===== config.mk =====
export PLATFORM = sky130hd
export DESIGN_NAME = exec_stage_mc
export DESIGN_NICKNAME = d
export VERILOG_FILES = /design/src/rtl/exec_stage_mc.sv
export SDC_FILE = /design/constraint.sdc
export NUM_CORES = 1
export LEC_CHECK = 0
export BUFFER_PORTS_ARGS = -buffer_cell sky130_fd_sc_hd__buf_4
export CORE_MARGIN = 3
export CORE_UTILIZATION = 55
export CTS_CLUSTER_DIAMETER = 100
export DETAILED_ROUTE_END_ITERATION = 8
export HOLD_SLACK_MARGIN = 0.1
export PLACE_DENSITY = 0.8
export SLEW_MARGIN = 5
export SYNTH_ARGS = -nofsm -noshare
export SYNTH_HDL_FRONTEND = slang
export SYNTH_SLANG_ARGS = --single-unit

===== constraint.sdc =====
create_clock -name clk -period 3.8 [get_ports clk]
set_input_delay 0.38 -clock clk [delete_from_list [all_inputs] [get_ports clk]]
set_output_delay 0.38 -clock clk [all_outputs]
set_load 0.01 [all_outputs]

===== src/rtl/exec_stage_mc.sv =====
// exec_stage_mc: execute stage with operand forwarding, single-cycle ALU ops,
// an iterative shift-add multiply, and branch resolution with next-slot squash.
module exec_stage_mc #(
  parameter int WIDTH   = 16,
  parameter int RADDR_W = 4
) (
  input  logic               clk,
  input  logic               rst,
  input  logic               in_valid,
  output logic               in_ready,
  input  logic [2:0]         op,
  input  logic               is_reg_write,
  input  logic               is_branch,
  input  logic               is_halt,
  input  logic [WIDTH-1:0]   val1,
  input  logic [WIDTH-1:0]   val2,
  input  logic [WIDTH-1:0]   val3,
  input  logic [1:0]         fwd1_sel,
  input  logic [1:0]         fwd2_sel,
  input  logic [WIDTH-1:0]   mem_value,
  output logic               out_valid,
  output logic [WIDTH-1:0]   result,
  output logic               do_reg_write,
  output logic [RADDR_W-1:0] reg_addr,
  output logic               do_branch,
  output logic [WIDTH-1:0]   branch_address,
  output logic               do_halt
);
  localparam int SH_W  = $clog2(WIDTH);
  localparam int CNT_W = SH_W + 1;
  localparam logic [2:0] OP_ADD = 3'd0, OP_SUB = 3'd1, OP_AND = 3'd2, OP_OR  = 3'd3;
  localparam logic [2:0] OP_GT  = 3'd4, OP_EQ  = 3'd5, OP_MUL = 3'd6, OP_SHL = 3'd7;

  typedef enum logic {IDLE, MUL} state_t;
  state_t state_reg, state_next;

  logic [CNT_W-1:0] cnt_reg;
  logic [WIDTH-1:0] mcand_reg, mplier_reg, acc_reg, mul_dst_reg;
  logic             mul_rw_reg, mul_br_reg;
  logic             pend_valid_reg, pend_rw_reg, pend_br_reg;
  logic [WIDTH-1:0] pend_result_reg, pend_dst_reg;
  logic             halt_q;

  logic                  mul_last, take, take_mul, take_alu;
  logic [1:0][WIDTH-1:0] opnd;
  logic [WIDTH-1:0]      alu_res, acc_step;
  logic                  fin_valid, fin_rw, fin_br;
  logic [WIDTH-1:0]      fin_result, fin_dst;

  // An instruction issued in the final multiply cycle completes one cycle after
  // the product, so intake pauses while that held result drains.
  assign mul_last = (state_reg == MUL) && (cnt_reg == CNT_W'(1));
  assign in_ready = ((state_reg == IDLE) && !pend_valid_reg) || mul_last;
  assign take     = in_valid && in_ready && !do_branch;
  assign take_mul = take && (op == OP_MUL);
  assign take_alu = take && (op != OP_MUL);

  generate
    for (genvar gi = 0; gi < 2; gi++) begin : g_fwd
      logic [1:0]       sel;
      logic [WIDTH-1:0] raw;
      assign sel = (gi == 0) ? fwd1_sel : fwd2_sel;
      assign raw = (gi == 0) ? val1 : val2;
      assign opnd[gi] = (sel == 2'd0) ? raw :
                        (sel == 2'd1) ? result :
                        (sel == 2'd2) ? mem_value : '0;
    end
  endgenerate

  always_comb begin
    alu_res = '0;
    case (op)
      OP_ADD:  alu_res = opnd[0] + opnd[1];
      OP_SUB:  alu_res = opnd[0] - opnd[1];
      OP_AND:  alu_res = opnd[0] & opnd[1];
      OP_OR:   alu_res = opnd[0] | opnd[1];
      OP_GT:   alu_res = {{(WIDTH-1){1'b0}}, opnd[0] > opnd[1]};
      OP_EQ:   alu_res = {{(WIDTH-1){1'b0}}, opnd[0] == opnd[1]};
      OP_SHL:  alu_res = opnd[0] << opnd[1][SH_W-1:0];
      default: alu_res = '0;
    endcase
  end

  assign acc_step = acc_reg + (mplier_reg[0] ? mcand_reg : '0);

  always_comb begin
    state_next = state_reg;
    case (state_reg)
      IDLE: if (take_mul) state_next = MUL;
      MUL:  if (mul_last) state_next = take_mul ? MUL : IDLE;
    endcase
  end

  always_comb begin
    fin_valid  = 1'b0;
    fin_result = alu_res;
    fin_rw     = is_reg_write;
    fin_br     = is_branch;
    fin_dst    = val3;
    if (mul_last) begin
      fin_valid  = 1'b1;
      fin_result = acc_step;
      fin_rw     = mul_rw_reg;
      fin_br     = mul_br_reg;
      fin_dst    = mul_dst_reg;
    end else if (pend_valid_reg) begin
      fin_valid  = 1'b1;
      fin_result = pend_result_reg;
      fin_rw     = pend_rw_reg;
      fin_br     = pend_br_reg;
      fin_dst    = pend_dst_reg;
    end else if (take_alu) begin
      fin_valid  = 1'b1;
    end
  end

  always_ff @(posedge clk or negedge rst) begin
    if (!rst) state_reg <= IDLE;
    else      state_reg <= state_next;
  end

  always_ff @(posedge clk or negedge rst) begin
    if (!rst) begin
      cnt_reg     <= '0;
      mcand_reg   <= '0;
      mplier_reg  <= '0;
      acc_reg     <= '0;
      mul_rw_reg  <= 1'b0;
      mul_br_reg  <= 1'b0;
      mul_dst_reg <= '0;
    end else if (take_mul) begin
      cnt_reg     <= CNT_W'(WIDTH);
      mcand_reg   <= opnd[0];
      mplier_reg  <= opnd[1];
      acc_reg     <= '0;
      mul_rw_reg  <= is_reg_write;
      mul_br_reg  <= is_branch;
      mul_dst_reg <= val3;
    end else if (state_reg == MUL) begin
      cnt_reg    <= cnt_reg - CNT_W'(1);
      acc_reg    <= acc_step;
      mcand_reg  <= mcand_reg << 1;
      mplier_reg <= mplier_reg >> 1;
    end
  end

  always_ff @(posedge clk or negedge rst) begin
    if (!rst) begin
      pend_valid_reg  <= 1'b0;
      pend_rw_reg     <= 1'b0;
      pend_br_reg     <= 1'b0;
      pend_result_reg <= '0;
      pend_dst_reg    <= '0;
    end else begin
      pend_valid_reg <= mul_last && take_alu;
      if (mul_last && take_alu) begin
        pend_rw_reg     <= is_reg_write;
        pend_br_reg     <= is_branch;
        pend_result_reg <= alu_res;
        pend_dst_reg    <= val3;
      end
    end
  end

  always_ff @(posedge clk or negedge rst) begin
    if (!rst) begin
      out_valid      <= 1'b0;
      result         <= '0;
      do_reg_write   <= 1'b0;
      reg_addr       <= '0;
      do_branch      <= 1'b0;
      branch_address <= '0;
      halt_q         <= 1'b1;
      do_halt        <= 1'b1;
    end else begin
      out_valid    <= fin_valid;
      do_reg_write <= fin_valid && fin_rw && !fin_br;
      do_branch    <= fin_valid && fin_br && (fin_result != '0);
      halt_q       <= take && is_halt;
      do_halt      <= halt_q;
      if (fin_valid) begin
        result         <= fin_result;
        reg_addr       <= fin_dst[RADDR_W-1:0];
        branch_address <= fin_dst;
      end
    end
  end
endmodule


* After elaboration in Yosys (flattened, before gate mapping)
Index checks and enable logic that the tools add are counted.
Word-level totals: bits in registers 148, input bits 77, output and inout port bits 41, word-level logic and storage cells 95
Operators by class: add/sub/neg operators 4, $lt $le $gt $ge 1, eq/ne operators 14, shift operators 1, muxes and demuxes 30, bitwise gates (word level) 3, reductions and logical operators 21
Operators with widths (number):
- $mux W16 | 17
- $pmux W16 S7 | 1
- $add A16 B16 Y16 | 2
- $and A16 B16 Y16 | 1
- $eq A16 B16 Y1 | 1
- $gt A16 B16 Y1 | 1
- $or A16 B16 Y16 | 1
- $reduce_bool A16 Y1 | 1
- $shl A16 B4 Y16 | 1
- $sub A16 B16 Y16 | 1
- $eq A3 B3 Y1 const B | 4
- $logic_and A1 B1 Y1 | 12
- $mux W5 | 2
- $mux W1 | 9
- $eq A3 B2 Y1 const B | 2
- $eq A5 B1 Y1 const B | 1
- $sub A5 B1 Y5 const B | 1
- $eq A2 B1 Y1 const B | 2
- $eq A2 B2 Y1 const B | 2
- $logic_not A2 Y1 | 2
- $eq A3 B1 Y1 const B | 1
- $logic_not A1 Y1 | 3
- $logic_not A3 Y1 | 1
- $ne A3 B3 Y1 const B | 1
- 4 further kinds | 4

* Depth between registers and ports, before layout
Gate-level depths: netlist (run 1).
depth after elaboration 11, depth in mapped cells 19, mapped depth without buffers 16

* Worst setup path before layout (run 1)
Ideal clock, no wire load.
path kind input -> register, start point in fwd2_sel[0], end point reg do_branch, setup time 0.140 ns, arrival time 3.909 ns, required time 3.660 ns, slack -0.249 ns, stages 18, buffers on the path 3, path through buf_6 -> buf_1 -> mux2i_1 -> nor2_1 -> a21oi_1 -> inv_1 -> ha_1 -> buf_2 -> inv_1 -> a211o_1 -> or2_1 -> a221o_1 -> a211oi_1 -> o21ai_0 -> a211oi_1 -> nand4_1 -> nor4_1 -> a311oi_1
Between the ends: longest elaborated chain between the ends 10, elaborated cells between the ends (all ways) 18, classes of those cells add/sub (2); order compare (1); eq/ne (3); shift (1); mux (6); bitwise (2); reduce/logical (3)
RTL lines:
- start, declared | line 19 | input logic [1:0] fwd2_sel,
- $eq A2 B2 Y1 | line 66 | (sel == 2'd2) ? mem_value : '0;
- $mux W16 | line 66
- $mux W16 | line 65 | (sel == 2'd1) ? result :
- $mux W16 (*) | line 64 | assign opnd[gi] = (sel == 2'd0) ? raw :
- $sub A16 B16 Y16 (tied with other cells) | line 74 | OP_SUB: alu_res = opnd[0] - opnd[1];
- $pmux W16 S7 (*) | line 72 | case (op)
- $mux W16 (*) | line 106 | end else if (pend_valid_reg) begin
- $mux W16 (*) | line 100 | if (mul_last) begin
- $reduce_bool A16 Y1 (*) | line 178 | do_branch <= fin_valid && fin_br && (fin_result != '0);
- $logic_and A1 B1 Y1 (*) | line 178
- end signal, assigned | line 178
- end, declared | line 25 | output logic do_branch,
Every way passes the cells marked *; elsewhere a longest branch is shown, timed or not. A chain may end at the register's enable or synchronous reset.

* Worst setup path in the final report (run 1)
start point reg result[0], end point reg result[14]
Between the ends: longest elaborated chain between the ends 6, elaborated cells between the ends (all ways) 10, classes of those cells add/sub (2); shift (1); mux (7)
RTL lines:
- start, declared | line 22 | output logic [WIDTH-1:0] result,
- start signal, assigned | line 182 | result <= fin_result;
- $mux W16 | line 65
- $mux W16 | line 64
- $sub A16 B16 Y16 (tied with other cells) | line 74
- $pmux W16 S7 (*) | line 72
- $mux W16 (*) | line 106
- $mux W16 (*) | line 100
Marked as above.

==> out/metrics.yaml, run 1 <==
outcome:
  outcome: "finished, final reports clean"
critical_path:
  critPathLaunchType: "flop"
  end_kind: "flop"
  path_buf_inv: 3
  cp.required_ps: 4110
  cp.arrival_ps: 4060
  r2r-start: "result[0]"
  slowest_delay_ps: 440
  r2r_setup_slack_ps: 50
  path_delay_family: "compound AO/OA/AOI/OAI gates"
  reg2reg_depth: 16
  crit_slowest_cell: "dfrtp_1"
  crit_type: "reg2reg"
  path_cells: "mux2i_2, a2bb2oi_4, inv_2, ha_4, fa_2, o21bai_4, and2_4, buf_4, o211a_1, o21ai_0, a211oi_1, xor2_1, o21ai_2, o221a_2, buf_4, mux2_2"
  cp_common_cell: "buf_4"
  critPathMaxFanout: 3
  timing.rr.end: "result[14]"
power_and_ir_drop:
  peakVddDrop_v: 0.000576
  power.leakage_nw: 6.94
  p_total_mw: 9.38
  p_per_area_nw_per_um2: 646
layout:
  drive_above_1_share: 0.296
  nNetsFinal: 1710
  area_delta_synth_final_pct: 28.6
  antennaDiodeCount: 0
  stdcell_count: 1838
synthesis:
  seq_area_frac_synth: 0.320
  synthArstFlopShare: 1.00
  synth_top_family_by_area: "compound AO/OA/AOI/OAI gates"
  yosys.area.top_type: "dfrtp_1"
  synth_top_area_share: 0.315
  synth-seq-cells: 144
  synth_nets: 1471
  synth.avg_cell_area_um2: 8.54
  synth-edff-count: 0
  synth_simple_gate_area_frac: 0.177
  synthAdderAreaFrac: 0.0829
  synth_cells: 1321
  syn-cell-area_um2: 11300
  ys_warn_count: 0
  synthXorXnorAreaFrac: 0.0202
  synth-compound-area-share: 0.211
  synth_ff_type: "dfrtp_1"
  synth_cell_types: 90
  ys_top_cells_by_area: "dfrtp_1, mux2i_1, ha_1"
  synthMuxAreaShare: 0.131
detailed_routing:
  wl_per_cell_um: 22.2
  vias: 11300
  first_pass_iters: 5
  ant_nets: 0
  drt-vias-per-instance: 6.15
  drc: 0
  first_iter_violations: 1117
  routed_wl_um: 40800
clock_network:
  cts_root_buf: "clkbuf_16"
  htreeDepth: 4
  path_clk_slew_ps: 70
  tritoncts: "done"
  cts.path.max_buffers: 2
  cts_buffers: 17
  clock-sinks: 144
  clk_latency_ps: 430
sta:
  final-hold-violation-count: 0
  final.setup.worst_slack_ps: 46.2
  finalCritPeriodShare: 0.988
  setup_violations: 0
  slew_viol_final: 0
  fin_tns_setup_ps: 0
  skew_ps: 10.3
  whs_ps: 159
  period_needed_ps: 3750
  max_slew_margin: 0.385
  fmaxAchievable_mhz: 266
  tightestPinTransition_ps: 917
global_routing:
  antenna_found_initial: 0
  grt_max_degree: 90
  grt_usage: 0.358
  grt_pass1_wl_um: 61900
  grt_overflow_total: 0
  grt_pass1_vias: 11000
die:
  die_area_um2: 22300
  core_area_um2: 19800
  die_width_um: 149
  ios: 118
  die_h_um: 149
  initial_core_util: 0.570
  std_cell_rows: 51
place:
  routabilityCongestion: 1.05
  dpl_worst_slack_ps: -472
  dp_hpwl_um: 30700
  io_buffers: 117
  dp_cells: 1799
hold_path:
  hold_path_depth: 3
  min-delay-start: "val3[3]"
  worstHoldPathType: "in2reg"
  hold_end: "pend_dst_reg[3]"
flow_run:
  cap_violations: 0
-- routing by layer --
layer  up-vias  share of wire  global-route usage  wire length (um)
met5         -              0                   0                 0
met4         0          0.041               0.132              1670
met3        89          0.067              0.0450              2720
met1      5528           0.41               0.486             16700
li1       5182              -                   -                 -
met2       498           0.48               0.591             19600
-- logic make-up (layout without fill, tap and decap cells) --
logic type                 after synthesis  after routing
adders and majority gates               73             73
muxes                                  140            140
and+or+nand+nor                        430            430
DFF                                    144            144
AOI/OAI and AO/OA                      354            354
xor gates and xnor gates                26             26
buffers and inverters                  154            406
-- synthesized netlist by cell type (5+ instances only) --
cell type    n
nand2_1    138
nand4_1      7
xor2_1      12
mux2_2      31
a211o_1      6
xnor2_1     14
o211ai_1     9
nor2b_1     25
or2_2        6
nand3b_1     6
o2bb2ai_1   13
or3_1       10
buf_4        7
and2_1      16
buf_1        8
nand3_1     19
a211oi_1    30
ha_1        70
clkbuf_1    61
dfrtp_1    142
o21ai_0     77
and3_1       5
nor2_1     132
buf_6        5
nor3_1      29
o31ai_1      7
buf_2       10
mux2i_1    103
o21a_1      11
o22ai_1     11
a21oi_1    105
a31oi_1     10
nand2b_1    15
a21o_1      12
inv_1       57
-- cell usage in the layout, fill, tap and decap left out, drive strengths merged, types with 7 or more instances in the layout --
| cell type | Yosys | routed |
|---|---|---|
| nor2b | 26 | 26 |
| nand2 | 138 | 138 |
| nor2 | 132 | 132 |
| o211ai | 9 | 9 |
| nor3 | 30 | 30 |
| clkinv | 2 | 8 |
| o21ai | 79 | 79 |
| xor2 | 12 | 12 |
| clkbuf | 61 | 17 |
| ha | 70 | 70 |
| nand4 | 7 | 7 |
| a2bb2oi | 7 | 7 |
| o2bb2ai | 14 | 14 |
| buf | 30 | 310 |
| nand3 | 19 | 19 |
| o31ai | 7 | 7 |
| or3 | 10 | 10 |
| xnor2 | 14 | 14 |
| or2 | 8 | 8 |
| a31oi | 10 | 10 |
| a211oi | 30 | 30 |
| mux2i | 105 | 105 |
| inv | 61 | 69 |
| dfrtp | 142 | 142 |
| o21a | 11 | 11 |
| o22ai | 11 | 11 |
| and2 | 16 | 16 |
| nand2b | 15 | 15 |
| mux2 | 33 | 33 |
| a21oi | 105 | 105 |
| a21o | 12 | 12 |
-- repair_timing --
item                                   in CTS  in global routing
hold buffers                                1                  0
setup endpoints to repair                   4                  5
gates resized for setup                    14                 54
buffers inserted                            1                  7
pin swaps                                   8                 31
endpoints found under the hold margin      82                  0
-- worst reg2reg max path, cell delays in order (launching register included) --
cell and delay [ps]:
dfrtp_1 440, mux2i_2 230, a2bb2oi_4 240, inv_2 100, ha_4 180, fa_2 370
o21bai_4 150, and2_4 160, buf_4 100, o211a_1 170, o21ai_0 90, a211oi_1 260
xor2_1 310, o21ai_2 140, o221a_2 310, buf_4 140, mux2_2 260
-- worst max-delay path by stage --
stage | from | endpoint | slack [ps] | cells past startpoint
finish | result[0] | result[14] | 50 | 16
global route | result[3] | do_branch | -80 | 14
CTS | result[0] | do_branch | 20 | 18
detailed placement | fwd2_sel[0] | do_branch | -470 | 17
global placement | fwd2_sel[0] | do_branch | -450 | 19
floorplan | fwd2_sel[1] | do_branch | 20 | 18
-- cell type report --
| class | count | area [um^2] |
|---|---|---|
| tap | 265 | 332 |
| multi-input combinational | 1023 | 7360 |
| timing repair buffer | 311 | 2380 |
| sequential | 144 | 3610 |
| inverter | 63 | 236 |
| clock inverter | 15 | 164 |
| clock buffer | 17 | 425 |
| fill | 1538 | 5270 |
-- where the power goes --
part	leakage, nW	total (mW)	internal (mW)	switching (mW)
registers	1.81	2.70	2.22	0.484
clock network	0.286	1.66	0.880	0.775
logic	4.85	5.03	2.28	2.75
-- through the flow --
stage,instance area (um^2),util
floorplan,11300,-
finish,14500,0.734
global placement,13500,0.685
detailed placement,13500,0.685
CTS,14200,0.719
global route,14500,0.734
No activity file was read; power rests on OpenSTA's default activity.
==> run 2: changes to the inputs <==
--- a/config.mk
+++ b/config.mk
@@ -5,11 +5,11 @@
 export SDC_FILE = /design/constraint.sdc
 export NUM_CORES = 1
 export LEC_CHECK = 0
-export BUFFER_PORTS_ARGS = -buffer_cell sky130_fd_sc_hd__buf_4
 export CORE_MARGIN = 3
-export CORE_UTILIZATION = 55
+export CORE_UTILIZATION = 59
 export CTS_CLUSTER_DIAMETER = 100
 export DETAILED_ROUTE_END_ITERATION = 8
+export DONT_BUFFER_PORTS = 1
 export HOLD_SLACK_MARGIN = 0.1
 export PLACE_DENSITY = 0.8
 export SLEW_MARGIN = 5
==> out/metrics.yaml, run 2 (synthesis results as in run 1) <==
outcome:
  outcome: "finished, final reports clean"  # unchanged
global_routing:
  grt_overflow_total: 0  # unchanged
  grt_max_degree: 145  # was 90
  antenna_found_initial: 1  # was 0
  grt_usage: 0.383  # was 0.358
  grt_pass1_wl_um: 60900  # was 61900 um
  grt_pass1_vias: 10500  # was 11000
detailed_routing:
  vias: 11000  # was 11300
  drt-vias-per-instance: 6.63  # was 6.15
  wl_per_cell_um: 24.3  # was 22.2 um
  first_pass_iters: 7  # was 5
  drc: 0  # unchanged
  routed_wl_um: 40400  # was 40800 um
  ant_nets: 0  # unchanged
  first_iter_violations: 1447  # was 1117
clock_network:
  clk_latency_ps: 440  # was 430 ps
  htreeDepth: 4  # unchanged
  cts_buffers: 17  # unchanged
  cts_root_buf: "clkbuf_16"  # unchanged
  clock-sinks: 144  # unchanged
  post_cts_buffers: 0  # was 1
  cts.path.max_buffers: 2  # unchanged
  tritoncts: "done"  # unchanged
  path_clk_slew_ps: 80  # was 70 ps
critical_path:
  r2r_setup_slack_ps: 90  # was 50 ps
  cp.required_ps: 4090  # was 4110 ps
  reg2reg_depth: 17  # was 16
  critPathLaunchType: "flop"  # unchanged
  cp_common_cell: "buf_4"  # unchanged
  end_kind: "flop"  # unchanged
  crit_type: "reg2reg"  # unchanged
  critPathMaxFanout: 4  # was 3
  path_cells: "buf_4, o2bb2ai_2, inv_1, ha_1, fa_2, o21bai_4, buf_4, and2_1, or2_4, buf_4, a221o_1, a211oi_2, o21ai_0, a211oi_1, nand4_1, nor4_1, a311oi_1"  # was mux2i_2, a2bb2oi_4, inv_2, ha_4, fa_2, o21bai_4, and2_4, buf_4, o211a_1, o21ai_0, a211oi_1, xor2_1, o21ai_2, o221a_2, buf_4, mux2_2
  crit_slowest_cell: "dfrtp_1"  # unchanged
  slowest_delay_ps: 390  # was 440 ps
  cp.arrival_ps: 3990  # was 4060 ps
layout:
  stdcell_count: 1658  # was 1838
  layout_common_cells: "buf_4, dfrtp_1, nand2_1, nor2_1, mux2i_1"  # was buf_4, nand2_1, dfrtp_1, nor2_1, mux2i_1
  drive_above_1_share: 0.188  # was 0.296
  area_delta_synth_final_pct: 17.5  # was 28.6%
  fillers: 1391  # was 1538
  final_common_cell: "buf_4"  # unchanged
  final_area_um2: 13300  # was 14500 um^2
  nNetsFinal: 1566  # was 1710
  antennaDiodeCount: 0  # unchanged
place:
  dp_cells: 1603  # was 1799
  dp_hpwl_um: 29100  # was 30700 um
  routabilityCongestion: 1.08  # was 1.05
  place_area_um2: 12300  # was 13500 um^2
  io_buffers: 0  # was 117
sta:
  setup_violations: 0  # unchanged
  fin_tns_setup_ps: 0  # unchanged
  tightestPinTransition_ps: 1020  # was 917 ps
  final-hold-violation-count: 0  # unchanged
  finalCritPeriodShare: 0.976  # was 0.988
  slew_viol_final: 0  # unchanged
  fmaxAchievable_mhz: 270  # was 266 MHz
  whs_ps: 111  # was 159 ps
  max_slew_margin: 0.317  # was 0.385
  period_needed_ps: 3710  # was 3750 ps
  skew_ps: 14.8  # was 10.3 ps
hold_path:
  worstHoldPathType: "in2reg"  # unchanged
  hold_path_depth: 1  # was 3
power_and_ir_drop:
  p_total_mw: 8.92  # was 9.38 mW
  p_per_area_nw_per_um2: 673  # was 646 nW/um^2
  peakVddDrop_v: 0.000390  # was 0.000576 V
  power.leakage_nw: 6.21  # was 6.94 nW
die:
  core_area_um2: 18400  # was 19800 um^2
  ios: 118  # unchanged
  std_cell_rows: 49  # was 51
  die_h_um: 144  # was 149 um
  die_area_um2: 20800  # was 22300 um^2
  initial_core_util: 0.614  # was 0.570
  die_width_um: 144  # was 149 um
flow_run:
  cap_violations: 0  # unchanged
[run 2: changes by cell type in the layout (fill, tap and decap cells not counted), sizes merged]
cell and delta:
buf -165, dlygate4sd3 +21, clkinv -4, bufinv +2, clkinvlp +1, inv +1
[run 2: final timing paths]
kind                                 from              end
worst min register to register     halt_q          do_halt
min in group asynchronous             rst  mul_dst_reg[13]
worst min-delay path             val3[11]  mul_dst_reg[11]
worst max-delay path            result[0]        do_branch
worst max register to register  result[0]        do_branch
max in group asynchronous             rst        result[7]
[run 2: worst max-delay path, delay by kind of cell, from the launching register on]
family	cells	cell delay, ps
buffers and inverters	4	560
adder cells (fa/ha/maj)	2	500
flip-flops	1	390
AND/OR/NAND/NOR	4	800
AO/OA/AOI/OAI	7	1290
[run 2: through the flow]
step / worst slack [ps] / util
finish: 91.5 / 0.721
global route: -29.0 / 0.721
CTS: 53.8 / 0.713
detailed placement: -136 / 0.667
global placement: -58.5 / 0.667
floorplan: 18.6 / -
[run 2: timing repair]
item | 4_1_cts | 5_1_grt
hold buffers | 20 | 3
pin swaps | 0 | 6
hold endpoints to repair | 173 | 3
gates resized for setup | 2 | 25
endpoints found under the setup margin | 1 | 4
[run 2: cell type report]
cell class	count	area (um^2)	area share
Clock inverter	15	189	0.0143
Multi-Input combinational cell	1023	7170	0.541
Timing Repair Buffer	167	1340	0.101
Tap cell	229	287	0.0216
Sequential cell	144	3610	0.272
Clock buffer	17	425	0.0321
Inverter	63	236	0.0178
[run 2: power breakdown]
group,switching (mW),internal [mW],total (mW),leakage (nW)
registers,0.535,2.21,2.75,1.81
logic,2.52,1.85,4.37,4.10
clock network,0.802,1.00,1.81,0.296
total,3.85,5.07,8.92,6.21
[run 2: layer usage]
layer | up-vias | global-route usage | share of wire
li1 | 4887 | - | -
met1 | 5304 | 0.527 | 0.40
met2 | 694 | 0.608 | 0.46
met3 | 112 | 0.0837 | 0.10
met4 | 0 | 0.119 | 0.037
met5 | - | 0 | 0
